`src/rtl/pipeline_mw_stage.sv`:
```
// pipeline_mw_stage: MEM/WB pipeline register with stall/flush, valid tracking,
// write-back result selection and saturating retired/bubble counters.
// Ports: clk/reset (sync, active-high); stall/flush from the hazard unit;
// *_m inputs from the memory stage; *_w registered outputs to write-back;
// result_w is the combinational write-back value; retired_count/bubble_count
// are the performance counters.
module pipeline_mw_stage #(
    parameter int DATA_W            = 32,
    parameter int REG_AW            = 5,
    parameter int CNT_W             = 16,
    parameter int ZERO_REG_SUPPRESS = 1
) (
    input  logic              clk,
    input  logic              reset,
    input  logic              stall,
    input  logic              flush,
    input  logic              valid_m,
    input  logic              reg_write_m,
    input  logic              mem_to_reg_m,
    input  logic              upper_m,
    input  logic [DATA_W-1:0] alu_result_m,
    input  logic [DATA_W-1:0] read_data_m,
    input  logic [REG_AW-1:0] write_reg_m,
    output logic              valid_w,
    output logic              reg_write_w,
    output logic              mem_to_reg_w,
    output logic              upper_w,
    output logic [DATA_W-1:0] alu_result_w,
    output logic [DATA_W-1:0] read_data_w,
    output logic [REG_AW-1:0] write_reg_w,
    output logic [DATA_W-1:0] result_w,
    output logic [CNT_W-1:0]  retired_count,
    output logic [CNT_W-1:0]  bubble_count
);
    localparam int HALF = DATA_W / 2;

    logic              valid_q, valid_d;
    logic              rw_q, rw_d;
    logic              m2r_q, m2r_d;
    logic              up_q, up_d;
    logic [DATA_W-1:0] alu_q, alu_d;
    logic [DATA_W-1:0] rd_q, rd_d;
    logic [REG_AW-1:0] wr_q, wr_d;
    logic [CNT_W-1:0]  ret_q, ret_d;
    logic [CNT_W-1:0]  bub_q, bub_d;
    logic              zero_dst;
    logic [CNT_W-1:0]  ret_inc, bub_inc;

    // Writes to register 0 are architecturally discarded when suppression is on
    assign zero_dst = (ZERO_REG_SUPPRESS != 0) && (write_reg_m == '0);
    assign ret_inc  = (ret_q == '1) ? ret_q : ret_q + 1'b1;
    assign bub_inc  = (bub_q == '1) ? bub_q : bub_q + 1'b1;

    always_comb begin
        valid_d = valid_q;
        rw_d    = rw_q;
        m2r_d   = m2r_q;
        up_d    = up_q;
        alu_d   = alu_q;
        rd_d    = rd_q;
        wr_d    = wr_q;
        ret_d   = ret_q;
        bub_d   = bub_q;
        if (flush) begin
            valid_d = 1'b0;
            rw_d    = 1'b0;
            m2r_d   = 1'b0;
            up_d    = 1'b0;
            alu_d   = '0;
            rd_d    = '0;
            wr_d    = '0;
            bub_d   = bub_inc;
        end else if (!stall) begin
            valid_d = valid_m;
            rw_d    = reg_write_m & valid_m & ~zero_dst;
            m2r_d   = mem_to_reg_m & valid_m;
            up_d    = upper_m & valid_m;
            alu_d   = alu_result_m;
            rd_d    = read_data_m;
            wr_d    = write_reg_m;
            ret_d   = valid_m ? ret_inc : ret_q;
            bub_d   = valid_m ? bub_q : bub_inc;
        end
    end

    always_ff @(posedge clk) begin
        if (reset) begin
            valid_q <= 1'b0;
            rw_q    <= 1'b0;
            m2r_q   <= 1'b0;
            up_q    <= 1'b0;
            alu_q   <= '0;
            rd_q    <= '0;
            wr_q    <= '0;
            ret_q   <= '0;
            bub_q   <= '0;
        end else begin
            valid_q <= valid_d;
            rw_q    <= rw_d;
            m2r_q   <= m2r_d;
            up_q    <= up_d;
            alu_q   <= alu_d;
            rd_q    <= rd_d;
            wr_q    <= wr_d;
            ret_q   <= ret_d;
            bub_q   <= bub_d;
        end
    end

    assign valid_w       = valid_q;
    assign reg_write_w   = rw_q;
    assign mem_to_reg_w  = m2r_q;
    assign upper_w       = up_q;
    assign alu_result_w  = alu_q;
    assign read_data_w   = rd_q;
    assign write_reg_w   = wr_q;
    assign retired_count = ret_q;
    assign bubble_count  = bub_q;

    // Memory data has precedence over the upper-immediate path
    assign result_w = m2r_q ? rd_q : up_q ? {alu_q[HALF-1:0], {HALF{1'b0}}} : alu_q;
endmodule

```
`config.mk`:
```
export PLATFORM = sky130hd
export DESIGN_NAME = pipeline_mw_stage
export DESIGN_NICKNAME = d
export VERILOG_FILES = /design/src/rtl/pipeline_mw_stage.sv
export SDC_FILE = /design/constraint.sdc
export NUM_CORES = 1
export LEC_CHECK = 0
export BUFFER_PORTS_ARGS = -buffer_cell sky130_fd_sc_hd__buf_2
export CAP_MARGIN = 20
export CELL_PAD_IN_SITES_DETAIL_PLACEMENT = 1
export CELL_PAD_IN_SITES_GLOBAL_PLACEMENT = 1
export CORE_ASPECT_RATIO = 1.75
export CORE_MARGIN = 4
export CORE_UTILIZATION = 34
export CTS_BUF_LIST = sky130_fd_sc_hd__clkbuf_8 sky130_fd_sc_hd__clkbuf_16
export CTS_CLUSTER_DIAMETER = 120
export DETAILED_ROUTE_END_ITERATION = 8
export PLACE_DENSITY = 0.86
export SYNTH_ARGS = -nofsm -noshare
export SYNTH_HDL_FRONTEND = slang
export SYNTH_SLANG_ARGS = --single-unit
```
`constraint.sdc`:
```
create_clock -name clk -period 2.6 [get_ports clk]
set_clock_uncertainty 0.1 [all_clocks]
set_input_delay 0.26 -clock clk [delete_from_list [all_inputs] [get_ports clk]]
set_output_delay 0.26 -clock clk [all_outputs]
set_load 0.005 [all_outputs]
```
==> metrics.cfg <==
[run_status]
status = complete, no violations

[timing]
hold-worst-slack_ps = 52.4
fin_tns_setup_ps = 0
finalWorstPathRequiredPeriod_ps = 2090
final-setup-viol-count = 0
max_freq_mhz = 478
timing.final.crit_share_pct = 80.5
grt_setup_unrepaired = no
worst_pin_slew_ps = 889
maxSlewHeadroom_pct = 40.7
final-hold-violation-count = 0
slew_viol_final = 0

[placed_design]
buffer_ports.inserted = 213
place.detailed.instances = 876
place_area_um2 = 5940
detailed_place_hpwl_um = 12400
gp_congestion = 0.839

[worst_setup_path]
end_kind = flop
required_ps = 2730
r2r_slack_ps = 510
crit_path_top_delay_cell = or3_1
worst_stage_delay_on_the_critical_path_ps = 500
timing.rr.end = bubble_count[13]$_SDFFE_PP0P_
critPathMaxFanout = 8
crit_type = flop to flop
timing.critical_path.cells = nand4_2, or3_1, nor4b_1, mux2_2
worst_r2r_path_depth = 4
worst-endpoint-arrival_ps = 2220
startpoint_type = flop
critical-path-top-delay-family = simple AND/OR/NAND/NOR gates
crit-reg2reg-launch = bubble_count[2]$_SDFFE_PP0P_
path_buf_inv = 0

[clock_network]
tritoncts.num_buffers = 9
cts_num_sinks = 105
worst_setup_hold_path_clk_slew_ps = 80
ctsHtreeMaxLevel = 3
post_cts_resized = 0
worst_skew_pair.late_latency_ps = 340
clock_tree.buffer_depth = 2
ctsRootBufferMaster = clkbuf_16
post-cts-setup-buffer-count = 0
cts.hold.buffers_added = 0
tritoncts = yes

[finish]
nNetsFinal = 792
layout.cell_area.non_filler_um2 = 6230
antennaDiodeCount = 0
nFillCells = 1689
area.growth.synth_to_final_pct = 32.1
final_cell_count_no_fill = 892
drive_above_1_share_pct = 35.2

[power]
netSwitchingFraction_pct = 25.3
vdd.ir_drop.worst_mv = 0.271
power.net_switching_w = 0.000845
total_power_w = 0.00335
static-leakage-power_nw = 2.92
power.density_cell_area_nw_per_um2 = 537
combinational_fraction_of_design_power_pct = 9.9
power_frac_seq_pct = 50.4
clockPowerShare_pct = 39.6
internal_power_w = 0.00250

[global_route]
grt.overflow.total = 0
grt.total_usage_pct = 19.4
grt_first_pass_wirelength_um = 25100
via_count_of_the_first_global_routing_pass = 4881
grt_antenna_before_repair = 1
maximum_number_of_pins_on_one_net_before_global_route_repair = 52

[detailed_routing]
drt-wirelength-per-cell_um = 17.8
drc = 0
drt_via_density = 5.25
route.final.wire_length_um = 15900
dr.first_iter.drc_count = 147
first_pass_iters = 4
drtAntennaViolNets = 0
dr_total_vias = 4681

[die]
start_util_pct = 34.9
coreArea_um2 = 13500
horizontal_extent_of_the_die_um = 97.0
placement_rows = 56
die_area_um2 = 15900
die_height_um = 164
ios = 214

[synth]
syn_nets = 591
synth_cell_types = 40
number_of_synthesized_flops_with_an_enable_pin = 0
post_synthesis_mean_instance_area_um2 = 9.21
postSynthRegisterBits = 105
ys_warn_count = 0
synth.yosys.seq_area_share_pct = 44.6
dominantRegCellSynth = dfxtp_1
netlist_instances = 512
asyncSetResetFlopFracSynth_pct = 0
post_synth_design_cell_area_um2 = 4720

[hold_path]
worst_hold_path.endpoint = read_data_w[1]$_SDFFE_PP0N_
worstHoldStart = read_data_m[1]
worstHoldPathType = primary input to flop
hold-path-cell-count = 3

[job]
count_of_maximum_capacitance_violations = 0

[per-layer routing]
metal / routed length, um / global-route usage (%)
met2: 8500 / 36.2
met5: 13 / 0
met3: 979 / 4.80
met1: 6030 / 21.0
met4: 394 / 7.16
[final cells by class]
cell class	instances	area, um2	area share, %
sequential	105	2100	33.8
inverter	5	18.8	0.301
tap	174	218	3.49
clock buffer	10	239	3.84
timing repair buffer	221	1130	18.2
multi-input combinational	371	2470	39.6
clock inverter	6	50.0	0.803
[flip-flops by register name, summed over array words and instances (netlist names), 5 cells and up]
signal         flops
alu_result_w      32
retired_count     16
bubble_count      16
read_data_w       32
write_reg_w        5
[synth_stat cells (8+ instances only)]
| cell | instances | area [um2] |
|---|---|---|
| mux2i_1 | 87 | 871 |
| a21oi_1 | 24 | 120 |
| a22o_1 | 15 | 131 |
| or4_1 | 14 | 105 |
| o31ai_1 | 13 | 97.6 |
| nand3_1 | 10 | 50.1 |
| dfxtp_1 | 105 | 2100 |
| nand2_1 | 29 | 109 |
| buf_2 | 8 | 40.0 |
| nor2_1 | 85 | 319 |
| o21ai_0 | 23 | 115 |
| clkbuf_1 | 19 | 71.3 |
[cell families after synthesis]
logic type	count (synthesis)	synth area share (%)
simple gates	186	19.7
flops	105	44.6
mux	93	19.9
compound gates	90	12.3
buf+inv	36	3.08
fa+ha+maj	2	0.531
[power by group through the flow]
| stage | clock network, W | logic [W] | registers, W |
|---|---|---|---|
| 5_1_grt | 0.00143 | 0.000368 | 0.00169 |
| 2_1_floorplan | 0 | 0.000172 | 0.00172 |
| 3_3_place_gp | 0 | 0.000322 | 0.00172 |
| 4_1_cts | 0.00137 | 0.000338 | 0.00169 |
| 3_5_place_dp | 0 | 0.000337 | 0.00173 |
| 6_report | 0.00133 | 0.000332 | 0.00169 |
[worst max path at each step]
stage | to | startpoint | cells after the start
after floorplan | bubble_count[13]$_SDFFE_PP0P_ | bubble_count[2]$_SDFFE_PP0P_ | 5
after global placement | mem_to_reg_w$_SDFFE_PP0N_ | stall | 5
after detailed placement | mem_to_reg_w$_SDFFE_PP0N_ | stall | 5
after CTS | bubble_count[13]$_SDFFE_PP0P_ | bubble_count[2]$_SDFFE_PP0P_ | 4
after global routing | bubble_count[13]$_SDFFE_PP0P_ | bubble_count[2]$_SDFFE_PP0P_ | 4
final | bubble_count[13]$_SDFFE_PP0P_ | bubble_count[2]$_SDFFE_PP0P_ | 4
[layout by cell type, fill, tap and decap left out, types with 7 or more instances in the layout]
master     instances
a21oi_1           24
a22o_1            15
buf_2            212
buf_4              8
clkbuf_16          9
dfxtp_1          104
mux2i_1           87
nand2_1           29
nand3_1           10
nand4_1            7
nor2_1            85
nor2b_1            7
o21ai_0           23
o31ai_1           13
or4_1             14
[worst reg2reg max path: cells and delay by family, from the launching register on]
| family | cells | cell delay (ps) |
|---|---|---|
| mux | 1 | 370 |
| flops | 1 | 470 |
| simple gates | 3 | 1040 |
[per-stage QoR]
step,setup WS (ps),utilization (%)
2_1_floorplan,666,-
5_1_grt,431,46.1
4_1_cts,489,46.1
3_5_place_dp,402,43.9
6_report,508,46.1
3_3_place_gp,499,43.8
Note: power is estimated with default switching activity, not from simulation.
